## config.mk

```make
export PLATFORM = sky130hd
export DESIGN_NAME = vip_relu_maxpool2x2
export DESIGN_NICKNAME = d
export VERILOG_FILES = /design/src/rtl/vip_relu_maxpool2x2.sv
export SDC_FILE = /design/constraint.sdc
export NUM_CORES = 2
export LEC_CHECK = 0
export ABC_AREA = 0
export CELL_PAD_IN_SITES_DETAIL_PLACEMENT = 1
export CELL_PAD_IN_SITES_GLOBAL_PLACEMENT = 1
export CORE_MARGIN = 2
export CORE_UTILIZATION = 35
export DETAILED_ROUTE_END_ITERATION = 8
export PLACE_DENSITY_LB_ADDON = 0.3
export RECOVER_POWER = 25
export SYNTH_ARGS = -nofsm -noshare
export SYNTH_HDL_FRONTEND = slang
export SYNTH_SLANG_ARGS = --single-unit
```

## constraint.sdc

```tcl
create_clock -name clock -period 9.4 [get_ports clock]
set_input_delay 1.88 -clock clock [delete_from_list [all_inputs] [get_ports clock]]
set_output_delay 1.88 -clock clock [all_outputs]
set_load 0.02 [all_outputs]
```

## src/rtl/vip_relu_maxpool2x2.sv

```systemverilog
// Streaming ReLU + 2x2/stride-2 max-pool; even rows park pairwise maxima in a half-row line
// buffer, odd rows fold them in and emit one word per window. Optional ReLU: VIP_MAXPOOL_RELU_EN.
module vip_relu_maxpool2x2 #(
    parameter int DWIDTH = 32,
    parameter int IMG_W  = 112,
    parameter int IMG_H  = 112
) (
    input  logic              clock,
    input  logic              reset,
    input  logic [DWIDTH-1:0] in_data,
    output logic              in_rdreq,
    input  logic              in_empty,
    output logic [DWIDTH-1:0] out_data,
    output logic              out_wrreq,
    input  logic              out_full,
    output logic              frame_done,
    output logic [0:0]        fsm_state
);

    localparam int LB_DEPTH = IMG_W / 2;
    localparam int LB_AW    = (LB_DEPTH > 1) ? $clog2(LB_DEPTH) : 1;
    localparam int CW       = (IMG_W > 1) ? $clog2(IMG_W) : 1;
    localparam int RW       = (IMG_H > 1) ? $clog2(IMG_H) : 1;

    localparam logic [CW-1:0] COL_LAST = CW'(IMG_W - 1);
    localparam logic [RW-1:0] ROW_LAST = RW'(IMG_H - 1);

    localparam logic [0:0] S_EVEN = 1'b0;
    localparam logic [0:0] S_ODD  = 1'b1;

    logic [CW-1:0]     col;
    logic [RW-1:0]     row;
    logic [0:0]        state;
    logic              rd_vld;
    logic [DWIDTH-1:0] h;
    logic [DWIDTH-1:0] pix_v;
    logic [DWIDTH-1:0] lb_q;
    logic [DWIDTH-1:0] max_hv;
    logic [DWIDTH-1:0] max_lbv;
    logic [LB_AW-1:0]  lb_addr;
    logic              col_last;
    logic              row_last;
    logic [DWIDTH-1:0] lb [LB_DEPTH];

    function automatic logic [DWIDTH-1:0] smax(input logic [DWIDTH-1:0] a,
                                               input logic [DWIDTH-1:0] b);
        return ($signed(a) > $signed(b)) ? a : b;
    endfunction

    // Handshake: both sides are FIFO-style. A read is requested whenever upstream is non-empty
    // and downstream has room; the word arrives one cycle later (rd_vld) and is always consumed.
    // out_wrreq is a write strobe with no back-pressure; out_full's slack absorbs the one read
    // that may still be in flight when it rises.
    assign in_rdreq = reset & ~in_empty & ~out_full;

`ifdef VIP_MAXPOOL_RELU_EN
    assign pix_v = in_data[DWIDTH-1] ? '0 : in_data;
`else
    assign pix_v = in_data;
`endif

    assign lb_addr   = LB_AW'(col >> 1);
    assign lb_q      = lb[lb_addr];
    assign max_hv    = smax(h, pix_v);
    assign max_lbv   = smax(lb_q, pix_v);
    assign col_last  = (col == COL_LAST);
    assign row_last  = (row == ROW_LAST);
    assign fsm_state = state;

    always_ff @(posedge clock) begin
        if (!reset) begin
            rd_vld     <= 1'b0;
            col        <= '0;
            row        <= '0;
            state      <= S_EVEN;
            h          <= '0;
            out_data   <= '0;
            out_wrreq  <= 1'b0;
            frame_done <= 1'b0;
        end else begin
            rd_vld     <= in_rdreq;
            out_wrreq  <= 1'b0;
            frame_done <= 1'b0;
            if (rd_vld) begin
                if (state == S_EVEN) begin
                    if (!col[0]) begin
                        h <= pix_v;
                    end
                end else begin
                    if (!col[0]) begin
                        h <= max_lbv;
                    end else begin
                        out_data   <= max_hv;
                        out_wrreq  <= 1'b1;
                        frame_done <= row_last & col_last;
                    end
                end

                if (col_last) begin
                    col <= '0;
                    if (row_last) begin
                        row   <= '0;
                        state <= S_EVEN;
                    end else begin
                        row   <= row + 1'b1;
                        state <= ~state;
                    end
                end else begin
                    col <= col + 1'b1;
                end
            end
        end
    end

    // Not reset: every even row rewrites each entry before the following odd row reads it.
    always_ff @(posedge clock) begin
        if (reset && rd_vld && (state == S_EVEN) && col[0]) begin
            lb[lb_addr] <= max_hv;
        end
    end

endmodule

```

==> key figures <==
Route
  • Antenna-violating nets left: 0
  • DR vias/cell: 5.80
  • Final WL: 234 mm
  • Wirelength per Cell: 34.5 um
  • Via Count: 39300
  • First-pass detailed-route iteration total: 5
  • Initial DRC Count: 4843
  • DRC: 0

Clock tree
  • CTS hold repair buffers: 0
  • Post-CTS setup buffers: 0
  • H-tree depth: 4
  • CTS tree: yes
  • TritonCTS Buffers: 194
  • Clock latency on the worst-skew pair: 860 ps
  • Root buffer cell: clkbuf_16
  • Post-cts resize count: 0
  • Clk slew on worst S/H paths: 60 ps
  • Clk buf depth: 3
  • Clk sinks: 1880

Global routing
  • Remaining Overflow, GRT: 0
  • Largest net degree at the start of global routing: 99
  • Vias in the first global route: 39700
  • Gr usage total: 21.7%
  • Initial antenna violation count: 10
  • First-pass GRT wire length: 324 mm

Synthesis
  • Distinct cells, synth: 52
  • Synth Net Count: 3737
  • Sequential cell area fraction in the yosys report: 75.5%
  • Mapped Cells: 3635
  • YS warnings: 0
  • EDFF count, synth: 1792
  • Yosys top cell by area: edfxtp_1
  • Async SR Flop Fraction: 0%
  • Yosys top cell area share: 73.1%
  • Syn Area/Cell: 20.2 um^2
  • Cell Area, Synth: 73600 um^2
  • Synth top area cells: edfxtp_1 (73%), mux4_2 (14%), dfxtp_1 (2.4%)
  • Ys flop type: edfxtp_1
  • Flops & latches, synth: 1880

Worst setup path
  • Crit Path Max Fanout: 47
  • CP Class: primary input to register
  • Critical Path Source Type: primary input
  • Crit-path leading delay family: simple AND/OR/NAND/NOR gates
  • Crit-path slowest cell: nor2_1
  • Crit path capture type: register
  • Crit path cell chain: dlygate4sd3_1, clkbuf_1, nand2b_1, nor3_1, nand2_1, nor2_1, buf_4
  • CP arrival: 8240 ps
  • Crit path buffers/inverters: 3
  • Crit-path max cell delay: 2240 ps
  • CP required: 9860 ps

Finish
  • Post-layout nets: 3903
  • Most frequent cells in the layout: edfxtp_1 (1792), mux4_2 (448), clkbuf_16 (197), a22oi_1 (128), nand2_1 (127)
  • Share of layout cells above drive strength 1: 23.5%
  • Area Overhead vs Synth: 15.3%
  • Commonest non-fill, non-tap cell in the layout: edfxtp_1

STA
  • Hold slack final: 490 ps
  • Fin worst setup slack: 1620 ps
  • Final Setup Violations: 0
  • Unrepaired setup endpoints after global routing: false
  • Worst-margin pin slew: 4000 ps
  • Final Cycle Share: 82.8%
  • Final Hold Viols: 0
  • Worst relative slew slack: -167%
  • Clock Skew: 35.8 ps
  • Max-slew violation count: 598
  • F_max: 0.128 GHz
  • Final min period: 7780 ps
  • Total negative setup slack: 0 ps

Floorplanning
  • Chip height: 463 um
  • Io pins: 72
  • Row count: 168
  • Core area: 209000 um^2
  • Full die area: 214000 um^2
  • Die Width: 463 um
  • Initial Util: 35.1%

Pwr
  • Seq pwr share: 53.1%
  • Clk pwr share: 44.3%
  • Power density cells: 206 nW/um^2
  • Pleak: 26.0 nW
  • Logic pwr share: 2.6%
  • Sw frac: 21.0%
  • Internal Pwr Total: 13.8 mW
  • Maximum VDD drop: 211 uV
  • Sw Pwr: 3.68 mW

Hold path
  • HP Class: register to register

Run
  • Max-cap violations: 23

Place
  • Dpl ws: 2320 ps
  • Final Wtd Congestion: 0.815
  • Input/output buffers: 71
  • DP HPWL: 125 mm

Outcome
  • Failing checks: max-capacitance violations, max-slew violations
  • Status: finished, violations left
==> state kept, by name, indices dropped and copies added, names as in the netlist, named ones only <==
register	flops
h	32
lb	1792
row	7
fsm_state	1
out_wrreq	1
col	7
rd_vld	1
out_data	32
frame_done	1
==> power by group through the flow <==
stage | combinational [mW] | clock (mW) | sequential [mW]
2_1_floorplan | 0.232 | 0 | 9.49
3_3_place_gp | 0.424 | 0 | 9.48
3_5_place_dp | 0.441 | 0 | 9.48
4_1_cts | 0.442 | 7.89 | 9.30
5_1_grt | 0.495 | 8.18 | 9.30
6_report | 0.454 | 7.75 | 9.30
==> layout make-up <==
cell class              instances  area (um^2)
diodes                          4         10.0
clock buffers                 247         5140
clock inverters               113         1230
fillers                     20000       125000
inverters                      57          214
multi-input cells            1475        17400
flip-flops and latches       1880        55600
well taps                    2805         3510
repair buffers                193         1810
==> cells by family after synthesis <==
kind of cell | share of synthesized area (%)
simple gates | 2.49
mux | 13.7
compound gates | 5.36
xor+xnor | 0.0952
buf+inv | 1.69
flops | 75.5
fa+ha+maj | 1.12
==> final timing paths <==
path	startpoint	endpoint	slack (ps)	depth (start not counted)
min reg2reg	row[5]	row[5]	490	2
min	row[5]	row[5]	490	2
max reg2reg	register	h[3]	3270	15
max	reset	lb[2][11]	1620	7
==> synthesized netlist by cell type (5+ instances only) <==
library cell / instances
a211oi_1: 34
and4_1: 6
xor2_1: 5
nor2b_1: 43
o22ai_1: 64
dfxtp_1: 88
o21ai_0: 92
and3_1: 6
ha_1: 66
a221o_1: 32
edfxtp_1: 1792
nand3_1: 51
buf_4: 14
clkbuf_1: 111
a41oi_1: 32
a21oi_1: 89
nand2_1: 128
inv_1: 57
nand4_1: 49
o21bai_1: 32
a21bo_2: 11
nor2_1: 73
a21o_1: 9
o211ai_1: 34
buf_2: 91
a22oi_1: 128
mux4_2: 448
and2_1: 6
==> through the flow <==
stage	utilization, %	std cells	area [um^2]	total power [mW]
floorplan	-	3635	73600	9.72
global placement	37.5	6405	78500	9.90
detailed placement	37.5	6405	78500	9.92
CTS	40.5	6765	84900	17.6
global route	40.5	6772	84900	18.0
finish	40.5	6774	84900	17.5
==> worst reg2reg max path, delay by kind of cell (launching register included) <==
kind | cells | cell delay, ps
AOI/OAI and AO/OA | 9 | 2090
muxes | 1 | 560
adders and majority gates | 1 | 350
buffers and inverters | 2 | 1290
and+or+nand+nor | 2 | 820
DFF | 1 | 880
==> layer usage <==
metal	global-route usage, %	share of wire [%]
met1	29.7	41
met2	34.1	47
met3	5.88	9.6
met4	5.96	2.7
met5	0	0
Note: power is estimated with default switching activity, not from simulation.
